File: config.mk
export PLATFORM = sky130hd
export DESIGN_NAME = icache_direct
export DESIGN_NICKNAME = d
export VERILOG_FILES = /design/src/rtl/icache_direct.sv
export SDC_FILE = /design/constraint.sdc
export NUM_CORES = 2
export LEC_CHECK = 0
export ABC_CLOCK_PERIOD_IN_PS = 10000
export CELL_PAD_IN_SITES_DETAIL_PLACEMENT = 1
export CELL_PAD_IN_SITES_GLOBAL_PLACEMENT = 2
export CORE_MARGIN = 1
export CORE_UTILIZATION = 45
export DETAILED_ROUTE_END_ITERATION = 10
export MAX_ROUTING_LAYER = met4
export PLACE_DENSITY_LB_ADDON = 0.1
export RECOVER_POWER = 100
export REMOVE_ABC_BUFFERS = 1
export SYNTH_ARGS = -nofsm -noshare
export SYNTH_HDL_FRONTEND = slang
export SYNTH_SLANG_ARGS = --single-unit
File: constraint.sdc
create_clock -name clk -period 10 [get_ports clk]
set_input_delay 2.5 -clock clk [delete_from_list [all_inputs] [get_ports clk]]
set_output_delay 2.5 -clock clk [all_outputs]
set_load 0.01 [all_outputs]
File: src/rtl/icache_direct.sv
// icache_direct: direct-mapped, one-word-per-line instruction cache with single-outstanding memory fetch.
module icache_direct #(
    parameter int INDEX_BITS = 6,
    parameter int ADDR_W     = 32
) (
    input  logic              clk,
    input  logic              rst,
    input  logic              rdy_i,
    input  logic              clr_i,
    input  logic              pc_valid_i,
    input  logic [ADDR_W-1:0] pc_i,
    output logic              pc_ready_o,
    output logic              instr_valid_o,
    output logic [31:0]       instr_o,
    output logic              mc_fet_ena_o,
    output logic [ADDR_W-1:0] mc_addr_o,
    input  logic              mc_valid_i,
    input  logic [31:0]       mc_data_i
);
    localparam int LINES = 1 << INDEX_BITS;
    localparam int TAG_W = ADDR_W - INDEX_BITS - 2;

    typedef enum logic {IDLE, MISS} state_t;

    state_t                  state_q;
    logic [LINES-1:0]        valid_q;
    logic [TAG_W-1:0]        tag_q [LINES];
    logic [31:0]             data_q [LINES];
    logic [INDEX_BITS-1:0]   miss_idx_q;
    logic [TAG_W-1:0]        miss_tag_q;
    logic                    pend_drop_q;
    logic [INDEX_BITS-1:0]   idx;
    logic [TAG_W-1:0]        tag;
    logic                    hit;
    logic                    accept;
    logic                    fill;

    assign idx        = pc_i[INDEX_BITS+1:2];
    assign tag        = pc_i[ADDR_W-1:INDEX_BITS+2];
    assign hit        = valid_q[idx] && (tag_q[idx] == tag);
    assign pc_ready_o = (state_q == IDLE);
    assign accept     = pc_valid_i && pc_ready_o && !clr_i;
    assign fill       = rdy_i && (state_q == MISS) && mc_valid_i;

    always_ff @(posedge clk) begin
        if (rst) begin
            state_q       <= IDLE;
            valid_q       <= '0;
            instr_valid_o <= 1'b0;
            instr_o       <= '0;
            mc_fet_ena_o  <= 1'b0;
            mc_addr_o     <= '0;
            miss_idx_q    <= '0;
            miss_tag_q    <= '0;
            pend_drop_q   <= 1'b0;
        end else if (rdy_i) begin
            instr_valid_o <= 1'b0;
            if (state_q == IDLE) begin
                if (accept && hit) begin
                    instr_o       <= data_q[idx];
                    instr_valid_o <= 1'b1;
                end else if (accept) begin
                    mc_fet_ena_o <= 1'b1;
                    mc_addr_o    <= pc_i & ~ADDR_W'(3);
                    miss_idx_q   <= idx;
                    miss_tag_q   <= tag;
                    pend_drop_q  <= 1'b0;
                    state_q      <= MISS;
                end
            end else begin
                if (clr_i) pend_drop_q <= 1'b1;
                if (mc_valid_i) begin
                    valid_q[miss_idx_q] <= 1'b1;
                    mc_fet_ena_o        <= 1'b0;
                    state_q             <= IDLE;
                    // a redirected fill still lands in the array; only the response is suppressed
                    if (!pend_drop_q && !clr_i) begin
                        instr_o       <= mc_data_i;
                        instr_valid_o <= 1'b1;
                    end
                end
            end
        end
    end

    always_ff @(posedge clk) begin
        if (!rst && fill) begin
            tag_q[miss_idx_q]  <= miss_tag_q;
            data_q[miss_idx_q] <= mc_data_i;
        end
    end
endmodule

==> results.json <==
{
  "critPathTopFamily": "buffers and inverters",
  "rsz0062_at_grt": "no",
  "place_congestion": 0.787,
  "clockBufferDepth": 4,
  "finalSetupViolations": 0,
  "ir_drop_uv": 137,
  "synth_top_area_share_pct": 75.2,
  "initial_core_util_pct": 45.3,
  "path_clk_slew_ns": 0.06,
  "die_w_um": 566,
  "synth_edf_count": 3584,
  "viasPerCell": 6.35,
  "crit_type": "in -> reg",
  "firstDrtPassIters": 6,
  "area_delta_synth_final_pct": 13.3,
  "synth_area_um2": 143000,
  "crit_path_start_kind": "primary input",
  "slowest_delay_ns": 1.57,
  "ys_seq_area_share_pct": 77.1,
  "antenna_left": 0,
  "cpMaxStageDelayCell": "clkbuf_2",
  "ctsResizeCount": 0,
  "core.rowCount": 206,
  "seqPwrFrac_pct": 51.7,
  "postSynthAreaPerCell_um2": 22.3,
  "pin_count": 137,
  "max-slew-margin-rel_pct": -215,
  "cts_setup_buffers": 0,
  "synth.distinct_cells": 77,
  "cts_root_buf": "clkbuf_16",
  "cts_buffers": 394,
  "finalCritPeriodShare_pct": 86.8,
  "cts_tree": "yes",
  "switching_power_mw": 7.05,
  "crit_fanout": 56,
  "clock-sinks": 3714,
  "power_density_nw_per_um2": 204,
  "antenna_found_initial": 25,
  "slew_violations": 6819,
  "fin_nets": 6874,
  "ys_warn_count": 0,
  "first_global_vias": 72496,
  "hold_path.class": "reg -> reg",
  "required_ns": 10.78,
  "maxCapViolCount": 185,
  "die_h_um": 566,
  "drtIter0Drc": 9500,
  "synth_most_common_cell": "edfxtp_1",
  "dp_hpwl_um": 234000,
  "grt-ovfl-total": 0,
  "grt_use_total_pct": 28.7,
  "ys_seq_elements": 3714,
  "pre_cts_ws_ns": 1.84,
  "internal_power_mw": 26.0,
  "cts_max_level": 5,
  "critPathArrivalTime_ns": 9.46,
  "hold_violations": 0,
  "fmax_ghz": 0.115,
  "ys.flop_type": "edfxtp_1",
  "cp.buffers_inverters": 3,
  "drt_drc_violations_left": 0,
  "crit_path_end_kind": "flop",
  "status": "complete, but fails checks",
  "fillCellCount": 27310,
  "synth_commonest_cells": "edfxtp_1 (3,584), mux4_2 (942), mux2i_1 (379)",
  "synthTopCellsByArea": "edfxtp_1 (75%), mux4_2 (15%), mux2i_1 (2.7%)",
  "drive_gt1_share_pct": 24.0,
  "leakage_nw": 53.5,
  "cp_common_cell": "a211oi_1",
  "combPwrFrac_pct": 4.2,
  "tightest_slew_ns": 4.73,
  "violations": "max-capacitance violations, max-slew violations",
  "dieArea_um2": 320000,
  "clk_latency_ns": 0.97,
  "core_area_um2": 315000,
  "setup_ws_ns": 1.32,
  "post_layout_nonfiller_instances": 11304,
  "wl_um": 445000,
  "yosysTopAreaCell": "edfxtp_1",
  "via_count": 71829,
  "power_frac_clock_pct": 44.1,
  "clock_skew_ns": 0.0534,
  "switching_share_pct": 21.4,
  "synth-async-reset-ratio_pct": 0,
  "grt_first_pass_wirelength_um": 608000,
  "cts_hold_buf": 0,
  "numPlacedInstances": 10568,
  "path_cells": "clkbuf_2 > buf_12 > nor2b_1 > a22oi_1 > a211oi_1 > a211oi_1 > xnor2_1 > nand2_1 > a2111oi_0 > a41oi_4 > buf_4 > mux2i_1",
  "io_buffers": 132,
  "wl_per_cell_um": 39.4,
  "min_period_ns": 8.68,
  "grt_max_degree": 139,
  "syn_inst": 6401
}
## sequential cells by signal (all words and copies together) (netlist names)
| signal | cells |
|---|---|
| data_q | 2048 |
| tag_q | 1536 |
| valid_q | 64 |
| instr_o | 32 |
| miss_tag_q | 24 |
| miss_idx_q | 5 |
| instr_valid_o | 1 |
| mc_addr_o | 1 |
| mc_fet_ena_o | 1 |
| pend_drop_q | 1 |
| state_q | 1 |
## stage by stage
stage / setup TNS (ns) / power [mW] / cell area (um^2) / hold slack (ns) / util, %
2_1_floorplan: -42.76 / 18.0 / 141000 / 0.446 / -
3_3_place_gp: 0 / 18.8 / 150000 / 0.455 / 47.7
3_5_place_dp: 0 / 18.8 / 150000 / 0.464 / 47.7
4_1_cts: 0 / 33.2 / 163000 / 0.473 / 51.7
5_1_grt: 0 / 33.8 / 162000 / 0.488 / 51.4
6_report: 0 / 33.0 / 162000 / 0.471 / 51.4
## power by group through the flow
stage	logic [mW]	clock network, mW	registers (mW)
2_1_floorplan	0.620	0	17.4
3_3_place_gp	1.39	0	17.4
3_5_place_dp	1.41	0	17.4
4_1_cts	1.42	14.8	17.0
5_1_grt	1.47	15.3	17.1
6_report	1.39	14.6	17.1
## routing by layer
layer | global-route usage (%) | share of wire, % | routed length, um
met5 | - | 0 | 0
met4 | 6.65 | 2.4 | 10800
met3 | 3.29 | 7.2 | 32200
met2 | 44.6 | 48 | 213000
met1 | 41.2 | 42 | 189000
## layout by cell type (no fill, tap or decap), types with 34 or more instances in the layout
| cell | synthesis | final |
|---|---|---|
| clkbuf_1 | 154 | 219 |
| edfxtp_1 | 3584 | 3584 |
| a22oi_1 | 112 | 112 |
| clkinv_1 | 1 | 82 |
| o22ai_1 | 82 | 82 |
| nand2b_1 | 100 | 100 |
| nor2_1 | 107 | 91 |
| nand2_1 | 133 | 132 |
| bufinv_16 | 0 | 34 |
| clkbuf_16 | 0 | 402 |
| dfxtp_1 | 130 | 123 |
| buf_4 | 43 | 109 |
| clkinv_2 | 0 | 71 |
| nand3_1 | 68 | 68 |
| mux2i_1 | 379 | 379 |
| mux4_2 | 942 | 942 |
| inv_1 | 67 | 66 |
| dlygate4sd3_1 | 0 | 65 |
## path summary, 6_finish.rpt
kind                start              to  slack (ns)  cells past startpoint
max               pc_i[4]  miss_tag_q[10]        1.32                     12
min          mc_fet_ena_o    mc_fet_ena_o        0.47                      2
max reg2reg       state_q  data_q[51][30]        3.09                      6
min reg2reg  mc_fet_ena_o    mc_fet_ena_o        0.47                      2
## cell families (layout without fill, tap and decap cells)
family	after synthesis	in the layout	synth area share [%]
compound gates	374	374	1.87
xor+xnor	19	19	0.116
buf+inv	436	1171	1.46
flops	3714	3714	77.1
mux	1345	1345	17.7
other cells	1	9	0.00262
simple gates	512	512	1.80
## tightest hold or removal path: stages, from the launching register on
cell and delay, ns:
dfxtp_1 0.31, nand2_1 0.06, a21oi_1 0.06
## area by class of cell
type                            count  area, um^2  area share [%]
Antenna cell                        7        17.5          0.0108
Inverter                           70         272           0.167
Clock buffer                      514       10600            6.56
Sequential cell                  3714      110000            68.0
Tap cell                         4160        5200            3.21
Timing Repair Buffer              372        2800            1.73
Multi-Input combinational cell   2252       30800            19.0
Clock inverter                    215        2100            1.29
Note: power is estimated with default switching activity, not from simulation.
